File: config.mk
export PLATFORM = sky130hd
export DESIGN_NAME = vram_scanner
export DESIGN_NICKNAME = d
export VERILOG_FILES = /design/src/rtl/video_pkg.sv /design/src/rtl/video_timing.sv /design/src/rtl/vram_scanner.sv
export SDC_FILE = /design/constraint.sdc
export NUM_CORES = 1
export LEC_CHECK = 0
export CAP_MARGIN = 25
export CORE_ASPECT_RATIO = 0.5
export CORE_MARGIN = 5
export CORE_UTILIZATION = 49
export DETAILED_ROUTE_END_ITERATION = 6
export HOLD_SLACK_MARGIN = 0.08
export PLACE_DENSITY = 0.77
export SETUP_SLACK_MARGIN = 0.4
export SLEW_MARGIN = 20
export SYNTH_ARGS = -nofsm -noshare
export SYNTH_HDL_FRONTEND = slang
export SYNTH_SLANG_ARGS = --single-unit
File: constraint.sdc
create_clock -name clk -period 2.6 [get_ports clk]
set_input_delay 0.39 -clock clk [delete_from_list [all_inputs] [get_ports clk]]
set_output_delay 0.39 -clock clk [all_outputs]
set_load 0.05 [all_outputs]
File: src/rtl/video_pkg.sv
// Raster constants shared by the frame-buffer scan-out blocks.
package video_pkg;

  localparam int H_ACTIVE       = 32'd256;
  localparam int H_TOTAL        = 32'd320;
  localparam int HS_START       = 32'd272;
  localparam int HS_END         = 32'd304;
  localparam int V_ACTIVE       = 32'd224;
  localparam int V_TOTAL        = 32'd262;
  localparam int VS_START       = 32'd234;
  localparam int VS_END         = 32'd237;
  localparam int MID_LINE       = 32'd96;
  localparam logic [15:0] VRAM_BASE = 16'h2400;
  localparam int BYTES_PER_LINE = H_ACTIVE / 32'd8;

endpackage

File: src/rtl/video_timing.sv
// Raster counters, display-enable, sync windows and the mid/end-of-screen
// interrupt pulses that pace CPU frame-buffer writes.
module video_timing #(
  parameter int H_ACTIVE = video_pkg::H_ACTIVE,
  parameter int H_TOTAL  = video_pkg::H_TOTAL,
  parameter int HS_START = video_pkg::HS_START,
  parameter int HS_END   = video_pkg::HS_END,
  parameter int V_ACTIVE = video_pkg::V_ACTIVE,
  parameter int V_TOTAL  = video_pkg::V_TOTAL,
  parameter int VS_START = video_pkg::VS_START,
  parameter int VS_END   = video_pkg::VS_END,
  parameter int MID_LINE = video_pkg::MID_LINE,
  localparam int HW = $clog2(H_TOTAL),
  localparam int VW = $clog2(V_TOTAL)
) (
  input  logic          clk,
  input  logic          rst,
  input  logic          pix_ce,
  output logic [HW-1:0] h_count,
  output logic [VW-1:0] v_count,
  output logic          in_active,
  output logic          active,
  output logic          hsync,
  output logic          vsync,
  output logic          irq_mid,
  output logic          irq_end
);
  import video_pkg::*;

  logic [HW-1:0] h_r, h_next_s;
  logic [VW-1:0] v_r, v_next_s;
  logic h_last_s, v_last_s, in_active_s, hs_win_s, vs_win_s;
  logic active_r, hsync_r, vsync_r, irq_mid_r, irq_end_r;

  // Next raster position and the windows decoded from the current one.
  always_comb begin
    h_last_s    = (h_r == HW'(H_TOTAL - 32'sd1));
    v_last_s    = (v_r == VW'(V_TOTAL - 32'sd1));
    in_active_s = (h_r < HW'(H_ACTIVE)) && (v_r < VW'(V_ACTIVE));
    hs_win_s    = (h_r >= HW'(HS_START)) && (h_r < HW'(HS_END));
    vs_win_s    = (v_r >= VW'(VS_START)) && (v_r < VW'(VS_END));
    if (h_last_s) begin
      h_next_s = '0;
      if (v_last_s) begin
        v_next_s = '0;
      end else begin
        v_next_s = v_r + VW'(1'b1);
      end
    end else begin
      h_next_s = h_r + HW'(1'b1);
      v_next_s = v_r;
    end
  end

  // Counters and video flags advance on pix_ce; irq pulses are one clk wide
  // because they are cleared on every edge that does not set them.
  always_ff @(posedge clk or posedge rst) begin
    if (rst) begin
      h_r       <= '0;
      v_r       <= '0;
      active_r  <= 1'b0;
      hsync_r   <= 1'b0;
      vsync_r   <= 1'b0;
      irq_mid_r <= 1'b0;
      irq_end_r <= 1'b0;
    end else if (pix_ce) begin
      h_r       <= h_next_s;
      v_r       <= v_next_s;
      active_r  <= in_active_s;
      hsync_r   <= hs_win_s;
      vsync_r   <= vs_win_s;
      irq_mid_r <= h_last_s && (v_next_s == VW'(MID_LINE));
      irq_end_r <= h_last_s && (v_next_s == VW'(V_ACTIVE));
    end else begin
      irq_mid_r <= 1'b0;
      irq_end_r <= 1'b0;
    end
  end

  assign h_count   = h_r;
  assign v_count   = v_r;
  assign in_active = in_active_s;
  assign active    = active_r;
  assign hsync     = hsync_r;
  assign vsync     = vsync_r;
  assign irq_mid   = irq_mid_r;
  assign irq_end   = irq_end_r;

endmodule

File: src/rtl/vram_scanner.sv
// Frame-buffer scan-out: drives the RAM read-port address from the raster
// position and serializes each fetched byte LSB first into 1-bpp pixels.
module vram_scanner #(
  parameter int ADDR_WIDTH = 32'd16,
  parameter logic [ADDR_WIDTH-1:0] VRAM_BASE = ADDR_WIDTH'(video_pkg::VRAM_BASE),
  parameter int H_ACTIVE = video_pkg::H_ACTIVE,
  parameter int H_TOTAL  = video_pkg::H_TOTAL,
  parameter int HS_START = video_pkg::HS_START,
  parameter int HS_END   = video_pkg::HS_END,
  parameter int V_ACTIVE = video_pkg::V_ACTIVE,
  parameter int V_TOTAL  = video_pkg::V_TOTAL,
  parameter int VS_START = video_pkg::VS_START,
  parameter int VS_END   = video_pkg::VS_END,
  parameter int MID_LINE = video_pkg::MID_LINE,
  localparam int HW = $clog2(H_TOTAL),
  localparam int VW = $clog2(V_TOTAL)
) (
  input  logic                  clk,
  input  logic                  rst,
  input  logic                  pix_ce,
  output logic [ADDR_WIDTH-1:0] addr,
  input  logic [7:0]            data,
  output logic                  pixel,
  output logic                  active,
  output logic                  hsync,
  output logic                  vsync,
  output logic                  irq_mid,
  output logic                  irq_end,
  output logic [HW-1:0]         h_count,
  output logic [VW-1:0]         v_count
);
  import video_pkg::*;

  localparam int LINE_BYTES = H_ACTIVE / 32'sd8;

  logic                  in_active_s;
  logic [ADDR_WIDTH-1:0] addr_s;
  logic                  pixel_r;
  logic [6:0]            shift_r;

  video_timing #(
    .H_ACTIVE (H_ACTIVE),
    .H_TOTAL  (H_TOTAL),
    .HS_START (HS_START),
    .HS_END   (HS_END),
    .V_ACTIVE (V_ACTIVE),
    .V_TOTAL  (V_TOTAL),
    .VS_START (VS_START),
    .VS_END   (VS_END),
    .MID_LINE (MID_LINE)
  ) u_timing (
    .clk       (clk),
    .rst       (rst),
    .pix_ce    (pix_ce),
    .h_count   (h_count),
    .v_count   (v_count),
    .in_active (in_active_s),
    .active    (active),
    .hsync     (hsync),
    .vsync     (vsync),
    .irq_mid   (irq_mid),
    .irq_end   (irq_end)
  );

  // Byte address of the current 8-pixel group; parked on the base in blanking.
  always_comb begin
    if (in_active_s) begin
      addr_s = VRAM_BASE
             + ADDR_WIDTH'(v_count) * ADDR_WIDTH'(LINE_BYTES)
             + ADDR_WIDTH'(h_count[HW-1:3]);
    end else begin
      addr_s = VRAM_BASE;
    end
  end

  assign addr = addr_s;

  // Load a fresh byte on each 8-pixel boundary, otherwise shift out the rest.
  always_ff @(posedge clk or posedge rst) begin
    if (rst) begin
      pixel_r <= 1'b0;
      shift_r <= '0;
    end else if (pix_ce) begin
      if (in_active_s) begin
        if (h_count[2:0] == 3'd0) begin
          pixel_r <= data[0];
          shift_r <= data[7:1];
        end else begin
          pixel_r <= shift_r[0];
          shift_r <= {1'b0, shift_r[6:1]};
        end
      end else begin
        pixel_r <= 1'b0;
      end
    end
  end

  assign pixel = pixel_r;

endmodule

==> results of run 1 <==
synth_stat cells (2+ instances only):
library cell,instances
dfrtp_1,31
nor2_1,22
nand2_1,21
o21ai_0,17
a21oi_1,10
nand3_1,9
mux2i_1,8
and2_1,7
clkbuf_1,7
ha_1,7
inv_1,7
xnor2_1,7
xor2_1,7
o31ai_1,6
and3_1,5
nor3_1,5
a21o_1,4
or3_1,4
buf_2,3
nand4_1,3
nor2b_1,3
a31oi_1,2
buf_4,2
buf_6,2
nand4b_1,2
o21ai_1,2
flip-flops by register name, summed over array words and instances (netlist names):
name and cells:
u_timing.irq_end 1, u_timing.vsync 1, u_timing.h_count 9, pixel 1
u_timing.irq_mid 1, u_timing.active 1, u_timing.hsync 1, u_timing.v_count 9
shift_r 7
metrics by stage:
step / setup slack (ns) / util / total power [W] / instance area, um2 / instances
after floorplan: 0.4157 / - / 0.001151 / 2062 / 223
after global placement: 0.4192 / 0.6849 / 0.001421 / 2674 / 320
after detailed placement: 0.3631 / 0.6849 / 0.001439 / 2674 / 320
after CTS: 0.2342 / 0.7301 / 0.001838 / 2850 / 336
after global routing: 0.3261 / 0.7625 / 0.001924 / 2977 / 346
final: 0.3946 / 0.7625 / 0.001835 / 2977 / 346
final cells by class:
class	instances	area [um2]
Clock buffer	7	86.33
Clock inverter	1	5.005
Fill cell	266	927.1
Inverter	8	30.03
Multi-Input combinational cell	170	1229
Sequential cell	31	794.5
Tap cell	54	67.56
Timing Repair Buffer	75	764.5
worst paths after layout:
| kind | start | endpoint | slack [ns] | depth (start not counted) |
|---|---|---|---|---|
| max | u_timing.h_count[8]$_DFFE_PP0P_ | addr[12] | 0.39 | 7 |
| max reg2reg | u_timing.h_count[8]$_DFFE_PP0P_ | u_timing.v_count[3]$_DFFE_PP0P_ | 0.41 | 5 |
| min reg2reg | u_timing.vsync$_DFFE_PP0P_ | u_timing.vsync$_DFFE_PP0P_ | 0.48 | 1 |
| max in group asynchronous | rst | u_timing.v_count[2]$_DFFE_PP0P_ | 1.80 | 3 |
| min in group asynchronous | rst | u_timing.h_count[8]$_DFFE_PP0P_ | 0.49 | 3 |
| min | u_timing.vsync$_DFFE_PP0P_ | u_timing.vsync$_DFFE_PP0P_ | 0.48 | 1 |
repair_timing:
action	in CTS	in global routing
resized for setup	5	12
endpoints found under the setup margin	16	23
buffers inserted	8	10
pin swaps	2	8
layer usage:
layer	GRT usage	part of all wire	vias to the layer above
met5	0	0	-
met4	0.06040	0.014	0
met3	0.04631	0.065	11
met2	0.3642	0.49	75
met1	0.2413	0.43	920
li1	-	-	919
where the power goes:
part	leakage, nW	switching (W)	internal [W]
Sequential	0.364	0.0000939	0.000571
Clock	0.0482	0.000181	0.000213
Combinational	0.782	0.000468	0.000308
kinds of logic (layout without fill, tap and decap cells):
logic type,count (synthesis),count (layout)
other cells,1,1
fa+ha+maj,7,7
simple gates,91,91
xor+xnor,14,14
buf+inv,22,91
mux,8,8
compound gates,49,49
flops,31,31
==> run_results.csv, run 1 <==
group,metric,value,unit
outcome,status,"finished, final reports clean",
detailed_routing,drtPass1Iterations,4,
sta,max_slew.worst_pin.slew,0.5380,ns
synthesis,synth_compound_area_frac,0.1541,
floorplanning,coreArea,3904,um2
cts,hold_buffers,0,
synthesis,postSynthCellCount,223,
cts,cts_root_buf,"clkbuf_8",
flow_run,drv_cap,0,
final_layout,synthToLayoutAreaGrowth,49.62,%
grt,grt_usage,0.1990,
power_and_ir_drop,peakVddDrop,0.0002554,V
power_and_ir_drop,p_leak,1.195,nW
synthesis,ys_seq_elements,31,
synthesis,synth-xor-area-share,0.06164,
synthesis,ys.flop_type,"dfrtp_1",
sta,min_period_over_period,0.8482,
worst_setup_path,path_cells,"ha_4 -> and3_4 -> and3_4 -> o21ai_4 -> xor2_2 -> nor2_4 -> buf_12",
detailed_routing,finalWirelength,5.448,mm
worst_setup_path,critical_path_arrival,1.82,ns
sta,rsz0062_at_grt,"yes",
detailed_routing,via_per_inst,5.564,
worst_setup_path,worstSetupStartpointType,"flip-flop",
worst_setup_path,slowest_stage,"dfrtp_2",
synthesis,synth.top_cell.area_share,0.3899,
detailed_routing,drc,0,
floorplanning,rows,16,
cts,htreeDepth,2,
min_path,hp-class,"flip-flop to flip-flop",
synthesis,seq_area_frac_synth,0.3899,
floorplanning,die_y,55.06,um
cts,path_clk_slew,0.07,ns
power_and_ir_drop,p_per_area,616.6,nW/um2
synthesis,synth_cell_type_count,46,
worst_setup_path,crit_path_end_kind,"output pin",
worst_setup_path,worstPathMaxFanout,3,
sta,final_max_slew_viol_count,0,
sta,skew,0.009539,ns
floorplanning,die-area,5512,um2
sta,setup_viol,0,
final_layout,mostFrequentLayoutCells,"clkdlybuf4s50_1 (34), buf_4 (31), nand2_1 (21)",
placement,gp_congestion,0.8771,
cts,cts.sinks,31,
floorplanning,start_util,0.5096,
sta,finalSetupTns,0,ns
detailed_routing,ant_nets,0,
cts,worstSkewPairLatency,0.28,ns
grt,grt_pass1_vias,1776,
synthesis,syn_nets,241,
synthesis,synthArstFlopShare,1.000,
worst_setup_path,cp.buffers_inverters,1,
detailed_routing,vias,1925,
cts,clockBufferDepth,2,
synthesis,syn_area,1989,um2
sta,slew_headroom,0.6410,
sta,hold_violations,0,
placement,dpl.hpwl,3.770,mm
sta,fin_crit,2.205,ns
worst_setup_path,critical-path-top-delay-family,"flip-flops",
worst_setup_path,critPathKind,"flip-flop to output pin",
sta,fmax,0.4534,GHz
grt,grt_max_degree,32,
detailed_routing,avgRoutedWirePerCell,15.75,um
synthesis,yosys.area_share.adder,0.04403,
final_layout,final_common_cell,"clkdlybuf4s50_1",
synthesis,synthSimpleGateAreaFrac,0.2535,
synthesis,synth_mux_area_frac,0.04025,
synthesis,synth_warnings,0,
worst_setup_path,slowest_delay,0.44,ns
grt,grt_first_pass_wirelength,8.452,mm
cts,cts_tree,"yes",
placement,port_buffers,49,
final_layout,diodes,0,
synthesis,synth_edf_count,0,
synthesis,synth_top_cell_by_area,"dfrtp_1",
detailed_routing,drtIter0Drc,85,
grt,grt-ovfl-total,0,
floorplanning,die_width,100.1,um
worst_setup_path,required,2.21,ns
grt,antenna_found_initial,0,
sta,whs,0.4834,ns
synthesis,synthTopCellsByArea,"dfrtp_1 (39%), ha_1 (4.4%), o21ai_0 (4.3%), nor2_1 (4.2%), mux2i_1 (4.0%)",
cts,numCtsBuffers,5,
final_layout,nNetsFinal,309,
synthesis,synth_top_family_by_area,"simple AND/OR/NAND/NOR gates",
floorplanning,io_pins,51,
worst_setup_path,crit_path_frequent_cell,"and3_4",
synthesis,syn_avg_cell_area,8.921,um2
final_layout,layout-drive-gt1-share,0.3048,
No activity file was read; power rests on OpenSTA's default activity.
==> inputs of run 2 (changes only) <==
--- a/config.mk
+++ b/config.mk
@@ -8,10 +8,10 @@
 export CAP_MARGIN = 25
 export CORE_ASPECT_RATIO = 0.5
 export CORE_MARGIN = 5
-export CORE_UTILIZATION = 49
+export CORE_UTILIZATION = 44
 export DETAILED_ROUTE_END_ITERATION = 6
 export HOLD_SLACK_MARGIN = 0.08
-export PLACE_DENSITY = 0.77
+export PLACE_DENSITY = 0.73
 export SETUP_SLACK_MARGIN = 0.4
 export SLEW_MARGIN = 20
 export SYNTH_ARGS = -nofsm -noshare
==> constraint.sdc (replaced) <==
create_clock -name clk -period 1.8 [get_ports clk]
set_input_delay 0.27 -clock clk [delete_from_list [all_inputs] [get_ports clk]]
set_output_delay 0.27 -clock clk [all_outputs]
set_load 0.05 [all_outputs]
==> run 2 against run 1 <==
Against the previous run:
- critical path depth unchanged
- highest routed layer unchanged
- power up 64%
- global-route usage up 1.7 points
- sequential power up 37%
- first-iteration DRC count down 11%
- combinational power up 96%
- sequential cell count unchanged
- largest power group unchanged
- the flow now finishes with violations (negative setup slack)
- largest cell class unchanged
- via count up 9.8%
- sequential share of layout area down 4.3 points
==> run_results.csv, run 2 (same netlist as run 1, synthesis figures left out) <==
group,metric,value,unit
detailed_routing,ant_nets,0,
final_layout,final_cells,389,
floorplanning,die_y,57.55,um
sta,rsz0062_at_grt,"yes",
power_and_ir_drop,p_per_area,836.2,nW/um2
final_layout,layout-drive-gt1-share,0.5753,
floorplanning,die_width,105.1,um
detailed_routing,finalWirelength,6.705,mm
cts,cts_tree,"yes",
floorplanning,io_pins,51,
worst_setup_path,worstPathMaxFanout,3,
outcome,violations,"negative setup slack",
detailed_routing,via_per_inst,5.434,
power_and_ir_drop,swShare,0.4058,
worst_setup_path,critical-path-top-delay-family,"flip-flops",
detailed_routing,met3_length,372,um
worst_setup_path,critPathKind,"flip-flop to output pin",
worst_setup_path,crit_path_end_kind,"output pin",
worst_setup_path,r2r_start,"u_timing.v_count[5]$_DFFE_PP0P_",
power_and_ir_drop,p_switching,0.001218,W
power_and_ir_drop,intPower,0.001784,W
grt,grt_usage,0.2160,
detailed_routing,maxUsedRoutingLayer,"met4",
power_and_ir_drop,seqPwrFrac,0.305,
detailed_routing,route.met2.wl,3.322,mm
placement,dpl.hpwl,4.497,mm
cts,clockBufferDepth,2,
final_layout,diodes,0,
detailed_routing,drtIter0Drc,76,
worst_setup_path,crit_start,"u_timing.h_count[8]$_DFFE_PP0P_",
cts,cts_root_buf,"clkbuf_8",
detailed_routing,avgRoutedWirePerCell,17.24,um
final_layout,mostFrequentLayoutCells,"buf_4 (67), nand2_1 (20), buf_12 (17)",
grt,antenna_found_initial,0,
cts,htreeDepth,2,
outcome,status,"finished with violations",
worst_setup_path,required,1.53,ns
worst_setup_path,path_cells,"ha_4 -> and3_4 -> and3_4 -> o21ai_4 -> xor2_2 -> nor2_4 -> buf_12",
sta,hold_violations,0,
cts,hold_buffers,0,
detailed_routing,vias,2114,
sta,final_max_slew_viol_count,0,
final_layout,n_fill_cell,242,
grt,grt_pass1_vias,2108,
power_and_ir_drop,pwr-share-clk,0.190,
grt,grt_max_degree,32,
worst_setup_path,crit_path_frequent_cell,"and3_4",
sta,setup_viol,26,
floorplanning,die-area,6048,um2
floorplanning,coreArea,4382,um2
cts,cts.sinks,31,
detailed_routing,drtPass1Iterations,4,
final_layout,synthToLayoutAreaGrowth,80.44,%
sta,skew,0.006813,ns
placement,gp_congestion,0.8993,
placement,port_buffers,49,
final_layout,nNetsFinal,349,
sta,min_period_over_period,1.197,
detailed_routing,wl_met1,2.921,mm
power_and_ir_drop,pwr-share-comb,0.505,
power_and_ir_drop,p_leak,1.524,nW
final_layout,final_common_cell,"buf_4",
worst_setup_path,worstSetupStartpointType,"flip-flop",
min_path,hp-class,"input port to async pin",
worst_setup_path,critical_path_arrival,1.89,ns
sta,whs,0.3765,ns
sta,fin_ws,-0.3551,ns
cts,numCtsBuffers,5,
cts,worstSkewPairLatency,0.28,ns
detailed_routing,drc,0,
placement,place_inst,369,
sta,finalSetupTns,-6.023,ns
sta,fin_crit,2.155,ns
grt,grt_first_pass_wirelength,10.61,mm
placement,pre_cts_ws,-0.3129,ns
flow_run,drv_cap,0,
power_and_ir_drop,peakVddDrop,0.0005335,V
sta,fmax,0.4640,GHz
worst_setup_path,slowest_stage,"dfrtp_4",
grt,grt-ovfl-total,0,
floorplanning,start_util,0.4540,
floorplanning,rows,17,
cts,path_clk_slew,0.07,ns
worst_setup_path,cp.buffers_inverters,1,
worst_setup_path,slowest_delay,0.52,ns
run 2: cell count changes in the layout (fill, tap and decap cells not counted), moves of 4 or more:
cell	delta
buf_6	+14
and2_1	-6
and2_4	+6
o21ai_0	-9
buf_12	+8
a21oi_1	-4
clkdlybuf4s50_1	-24
a21oi_2	+4
o21ai_1	+9
buf_4	+36
run 2: worst reg2reg max path: stages (launching register included):
cell and delay (ns):
dfrtp_2 0.41, buf_4 0.14, or4b_4 0.52, nor4_4 0.25
buf_4 0.18, a311oi_1 0.04, a211o_1 0.27, nor4b_2 0.21
run 2: final cells by class:
cell class,instances,area (um2),share of cell area
repair buffers,115,1191,0.3318
clock buffers,7,86.33,0.02405
clock inverters,1,5.005,0.001394
flip-flops and latches,31,803.3,0.2238
well taps,57,71.32,0.01987
multi-input cells,170,1400,0.3900
inverters,8,32.53,0.009062
run 2: final timing paths:
check                           depth (start not counted)                              end  slack, ns
worst max-delay path                                    7                         addr[12]      -0.36
worst min-delay path                                    3           shift_r[6]$_DFFE_PP0P_       0.38
worst max register to register                          7       u_timing.irq_mid$_DFF_PP0_      -0.30
worst min register to register                          2                pixel$_DFFE_PP0P_       0.49
max in group asynchronous                               3  u_timing.v_count[0]$_DFFE_PP0P_       1.09
min in group clk                                        2                pixel$_DFFE_PP0P_       0.49
run 2: routing by layer:
metal  GRT usage  up-vias
met5           0        -
met4     0.03825        0
met3     0.05650       14
met2      0.3694       72
met1      0.2819     1032
li1            -      996
run 2: metrics by stage:
stage          utilization  cell area [um2]  total power (W)
2_1_floorplan            -             2202         0.001734
3_3_place_gp        0.7213             3161         0.002243
3_5_place_dp        0.7213             3161         0.002280
4_1_cts             0.7867             3447         0.002927
5_1_grt             0.8192             3590         0.003144
6_report            0.8192             3590         0.003002
run 2: power groups by stage:
stage	Sequential, W	Combinational [W]	Clock [W]
floorplan	0.00120	0.000533	0
global placement	0.000904	0.00134	0
detailed placement	0.000916	0.00136	0
CTS	0.000900	0.00145	0.000576
global route	0.000930	0.00160	0.000616
finish	0.000914	0.00152	0.000571
run 2: repair_timing:
action	4_1_cts	5_1_grt
hold endpoints to repair	0	0
gates resized for setup	40	30
pin swaps	10	6
endpoints found under the setup margin	45	46
cloned	1	0
buffers inserted	8	3
==> inputs of run 3 (changes only) <==
--- a/config.mk
+++ b/config.mk
@@ -10,6 +10,7 @@
 export CORE_MARGIN = 5
 export CORE_UTILIZATION = 44
 export DETAILED_ROUTE_END_ITERATION = 6
+export GPL_TIMING_DRIVEN = 1
 export HOLD_SLACK_MARGIN = 0.08
 export PLACE_DENSITY = 0.73
 export SETUP_SLACK_MARGIN = 0.4
==> results of run 3 <==
Same layout as run 2: the final DEF is identical, and so are final timing and power.
